==> config.mk <==
export PLATFORM = sky130hd
export DESIGN_NAME = instruction_fetch_unit
export DESIGN_NICKNAME = d
export VERILOG_FILES = /design/src/rtl/instruction_fetch_unit.sv
export SDC_FILE = /design/constraint.sdc
export NUM_CORES = 1
export LEC_CHECK = 0
export BUFFER_PORTS_ARGS = -buffer_cell sky130_fd_sc_hd__buf_4
export CAP_MARGIN = 20
export CORE_MARGIN = 2
export CORE_UTILIZATION = 30
export DETAILED_ROUTE_END_ITERATION = 8
export MAX_ROUTING_LAYER = met4
export PLACE_DENSITY = 0.64
export SLEW_MARGIN = 40
export SYNTH_ARGS = -nofsm -noshare
export SYNTH_HDL_FRONTEND = slang
export SYNTH_SLANG_ARGS = --single-unit
==> constraint.sdc <==
create_clock -name clk -period 12.8 [get_ports clk]
set_clock_uncertainty 0.15 [all_clocks]
set_input_delay 3.84 -clock clk [delete_from_list [all_inputs] [get_ports clk]]
set_output_delay 3.84 -clock clk [all_outputs]
set_load 0.05 [all_outputs]
==> src/rtl/instruction_fetch_unit.sv <==
// Instruction fetch unit. It issues sequential PC requests with two credits,
// keeps in-order responses in a 2-deep hold queue, and handles redirects and faults.
module instruction_fetch_unit #(
  parameter int INST_WIDTH = 32,
  parameter int ADDR_WIDTH = 32,
  parameter logic [ADDR_WIDTH-1:0] RESET_PC = '0
) (
  input  logic                  clk,
  input  logic                  reset_n,
  input  logic                  fetch_en,
  input  logic                  redirect_valid,
  input  logic [ADDR_WIDTH-1:0] redirect_pc,
  output logic                  mem_req_valid,
  output logic [ADDR_WIDTH-1:0] mem_req_addr,
  input  logic                  mem_req_ready,
  input  logic                  mem_resp_valid,
  input  logic [INST_WIDTH-1:0] mem_resp_data,
  input  logic                  mem_resp_err,
  output logic                  buf_write_en,
  output logic [INST_WIDTH-1:0] buf_data,
  input  logic                  buf_is_full,
  output logic [ADDR_WIDTH-1:0] fetch_pc,
  output logic                  fetch_fault,
  output logic                  busy
);

  typedef enum logic [1:0] {IDLE, RUN, DRAIN, FAULT} state_t;

  state_t                  state, state_nx;
  logic [ADDR_WIDTH-1:0]   pc, pc_nx;
  logic [1:0]              outstanding, out_nx;
  logic [1:0]              hold_count, hold_nx;
  logic [1:0]              drop_count, drop_nx;
  logic                    fault, fault_nx;
  logic [INST_WIDTH-1:0]   q0, q1;
  logic                    credit, accept, resp, push, pop;
  logic [1:0]              wpos;

  // A response with nothing outstanding is not ours and is ignored.
  assign resp   = mem_resp_valid && (outstanding != 2'd0);
  assign credit = (3'(outstanding) + 3'(hold_count)) < 3'd2;

  assign mem_req_valid = (state == RUN) && fetch_en && credit && !redirect_valid;
  assign mem_req_addr  = pc;
  assign accept        = mem_req_valid && mem_req_ready;

  assign buf_write_en = (hold_count != 2'd0) && !buf_is_full &&
                        ((state == RUN) || (state == IDLE));
  assign buf_data     = q0;
  assign pop          = buf_write_en;
  assign push         = resp && (state == RUN) && !mem_resp_err && !redirect_valid;
  assign wpos         = hold_count - 2'(pop);

  assign fetch_pc    = pc;
  assign fetch_fault = fault;
  assign busy        = (outstanding != 2'd0) || (hold_count != 2'd0);

  always_comb begin
    state_nx = state;
    pc_nx    = accept ? pc + ADDR_WIDTH'(4) : pc;
    out_nx   = outstanding + 2'(accept) - 2'(resp);
    hold_nx  = hold_count - 2'(pop) + 2'(push);
    drop_nx  = drop_count;
    fault_nx = fault;
    if (redirect_valid) begin
      // Everything still in flight, including a response arriving now, is stale.
      pc_nx    = redirect_pc & ~ADDR_WIDTH'(3);
      hold_nx  = 2'd0;
      drop_nx  = out_nx;
      fault_nx = 1'b0;
      state_nx = (out_nx != 2'd0) ? DRAIN : RUN;
    end else begin
      case (state)
        IDLE: if (fetch_en) state_nx = RUN;
        RUN: begin
          if (resp && mem_resp_err) begin
            fault_nx = 1'b1;
            hold_nx  = 2'd0;
            state_nx = FAULT;
          end else if (!fetch_en && out_nx == 2'd0) begin
            state_nx = IDLE;
          end
        end
        DRAIN: begin
          if (resp) begin
            drop_nx = drop_count - 2'd1;
            if (drop_count == 2'd1) state_nx = fetch_en ? RUN : IDLE;
          end
        end
        FAULT: ;
        default: state_nx = IDLE;
      endcase
    end
  end

  always_ff @(posedge clk or negedge reset_n) begin
    if (!reset_n) begin
      state       <= IDLE;
      pc          <= RESET_PC;
      outstanding <= 2'd0;
      hold_count  <= 2'd0;
      drop_count  <= 2'd0;
      fault       <= 1'b0;
    end else begin
      state       <= state_nx;
      pc          <= pc_nx;
      outstanding <= out_nx;
      hold_count  <= hold_nx;
      drop_count  <= drop_nx;
      fault       <= fault_nx;
    end
  end

  // Hold queue storage: q0 is the head, and a pop shifts q1 forward.
  always_ff @(posedge clk) begin
    if (pop) q0 <= q1;
    if (push) begin
      if (wpos == 2'd0) q0 <= mem_resp_data;
      else              q1 <= mem_resp_data;
    end
  end

endmodule

==> impl_results.md <==
* Status: completed
* Synthesized area at ~4900 um^2
* Post-DP HPWL at between 9 and 10 mm
* Drt initial violations at approximately 290
* Cell family with most CP delay: buffers and inverters
* CP most frequent cell: buf_4
* Top FF cell, synth: dfrtp_1
* Final min period at slightly below 9 ns
* Crit-path slowest cell: buf_4
* Fin. Hold Viols at 0
* Crit Path Class: primary input to output pin
* Clk slew on worst S/H paths at 0.07 ns
* Critical Path RT at about 8.8 ns
* Distinct cells, synth at between 50 and 60
* FP Rows at 46
* Final GP Congestion at 0.881
* Crit path DAT at ~4.8 ns
* Area grow syn2layout at 31.7%
* Largest net degree at the start of global routing at 65
* Seq/Total Area, Yosys at 0.523
* Die Width at roughly 130 um
* PwrDens at 213 nW/um^2
* Seq cells post-synth at just over 100
* Ys async rst share at 0.379
* First-pass GRT wire length at 20.9 mm
* Post-CTS sizing at 0
* DRC Markers at 0
* Via count at approximately 4000
* Startpoint Class: primary input
* Area of the core at approximately 16000 um^2
* Initial core utilization at 0.309
* CTS tree: yes
* Worst min-delay path class: flop to flop
* H-tree levels at 3
* Measured slew at the worst slew-check pin at 0.756 ns
* Post-synth EDFFs at 32
* Share of post-route cells with drive strength above 1 at 0.324
* RSZ-0062 raised after global routing: no
* Buf+Inv Stages, Crit Path at 2
* Max-cap violations at 0
* Antenna Cells at 0
* Total wire length at 13.1 mm
* Height of the die at about 130 um
* CTS Root Cell: clkbuf_16
* Syn Area/Cell at approximately 10 um^2
* Leakage at between 2 and 3 nW
* CP max stage delay at between 0.2 and 0.3 ns
* Initial antenna violation count at 0
* Max clock buf depth at 2
* Vias in the first global route at between 4000 and 5000
* CP cell instances: buf_4 -> nand2b_1 -> nor4_1 -> buf_4
* # nets final at between 600 and 700
* Yosys synthesis warning count at 0
* Clk sinks at between 100 and 150
* Avg WL per Cell at about 16 um
* Setup TNS at 0 ns
* Antenna Nets Post-Route at 0
* Slew HR at 0.492
* Final setup fails at 0
* Buffers on Ports at 165
* Largest fanout on the critical path at 48
* GRT Overall Usage at 0.154
* Top-Level Pins at between 150 and 200
* Die area at between 15000 and 20000 um^2
* Max VDD drop at approximately 0.11 mV
* TritonRoute pass-1 iters at 5
* Cts bufs inserted at 9
* Overflow after GRT at 0
* Worst setup EP type: output pin
* WHS at ~0.37 ns
* Fin. max-slew vios at 0
* Gate Count Post-Synth at around 480
* # Post-CTS Setup Buffers at 0
* Final period utilization at 0.690
* Achievable clock frequency at ~110 MHz
* Clock Latency Late Sink at ~0.34 ns
* Vias per cell at between 4 and 5
* CTS Hold Bufs at 0
worst reg2reg max path: cells and delay by family (launching register included):
| family | cells | cell delay (ns) |
|---|---|---|
| buf+inv | 2 | 0.42 |
| flops | 1 | 0.41 |
| compound gates | 1 | 0.41 |
| fa+ha+maj | 3 | 1.02 |
| xor+xnor | 2 | 0.46 |
| mux | 1 | 0.39 |
| simple gates | 4 | 1.39 |
cell usage after synthesis (7+ instances only):
cell type  count  area, um^2
edfxtp_1      32         961
xnor2_1        7        61.3
nand4_1       10        62.6
a21oi_1       36         180
o211ai_1      12        90.1
nand3_1       15        75.1
nand2_1       41         154
buf_4         34         255
clkbuf_1      14        52.6
o21ai_0       21         105
o311ai_0       9        78.8
nor2_1        46         173
ha_1           9         113
inv_1         10        37.5
dfrtp_1       39         976
dfxtp_1       32         641
mux2i_1       36         360
routing by layer:
| layer | GRT usage | wire, um | vias to the layer above |
|---|---|---|---|
| met5 | - | 0 | - |
| met4 | 0.0651 | 324 | 0 |
| met3 | 0.0200 | 451 | 23 |
| met2 | 0.255 | 6650 | 117 |
| met1 | 0.189 | 5630 | 1928 |
| li1 | - | - | 1963 |
path summary, 6_finish.rpt:
path                                 from       endpoint  slack (ns)  cells past startpoint
setup / recovery           redirect_valid  mem_req_valid        3.97                      4
hold / removal                fetch_fault    fetch_fault        0.37                      2
setup reg to reg            hold_count[0]       state[1]        8.03                     13
hold reg to reg               fetch_fault    fetch_fault        0.37                      2
max in group asynchronous         reset_n       state[1]        8.79                      1
min in group asynchronous         reset_n   fetch_pc[20]        3.33                      1
cells by family (layout without fill, tap and decap cells):
| family | count (synthesis) | in the layout | synth area share |
|---|---|---|---|
| xor gates and xnor gates | 8 | 8 | 0.0142 |
| DFF | 103 | 103 | 0.523 |
| AOI/OAI and AO/OA | 102 | 102 | 0.132 |
| muxes | 38 | 38 | 0.0777 |
| other | 1 | 4 | 0.000761 |
| buffers and inverters | 65 | 197 | 0.0767 |
| and+or+nand+nor | 150 | 150 | 0.149 |
| adders and majority gates | 10 | 10 | 0.0269 |
cell type report:
type,instances,area (um^2)
clock inverters,6,76.3
flip-flops and latches,103,2580
inverters,12,45.0
fillers,1574,9450
clock buffers,10,229
well taps,216,270
multi-input cells,312,2010
repair buffers,169,1280
report_power, final:
group	internal, mW	switching, mW	leakage, nW
Sequential	0.417	0.0586	1.04
Clock	0.156	0.130	0.150
Combinational	0.202	0.421	1.52
state kept, by name, indices dropped and copies added (netlist names):
signal and cells:
buf_data 32, drop_count 2, fetch_fault 1, fetch_pc 30
hold_count 2, outstanding 2, q1 32, state 2
cell usage in the layout (no fill, tap or decap), types with 3 or more instances in the layout:
cell type,count
inv_1,10
a21boi_0,3
nand2b_1,3
nor3_1,6
dfxtp_1,32
conb_1,4
xnor2_1,7
a221o_1,3
buf_4,167
nor4_1,4
edfxtp_1,32
nand4_1,10
o21ai_0,21
a31oi_1,4
o211ai_1,12
dfrtp_1,39
and2_1,6
o311ai_0,9
nor2_1,44
clkbuf_16,9
nand2_1,41
nand3_1,14
or3_1,4
ha_1,9
a21oi_1,36
and3_1,3
mux2i_1,36
per-stage QoR:
| step | area (um^2) | total power [mW] | utilization | instances | worst slack, ns |
|---|---|---|---|---|---|
| finish | 6490 | 1.38 | 0.407 | 828 | 3.97 |
| global route | 6490 | 1.46 | 0.407 | 828 | 3.84 |
| detailed placement | 6190 | 1.11 | 0.388 | 812 | 3.98 |
| global placement | 6150 | 1.09 | 0.386 | 810 | 4.00 |
| floorplan | 4940 | 0.923 | - | 480 | 3.36 |
| CTS | 6490 | 1.40 | 0.407 | 828 | 3.97 |
Note: power is estimated with default switching activity, not from simulation.
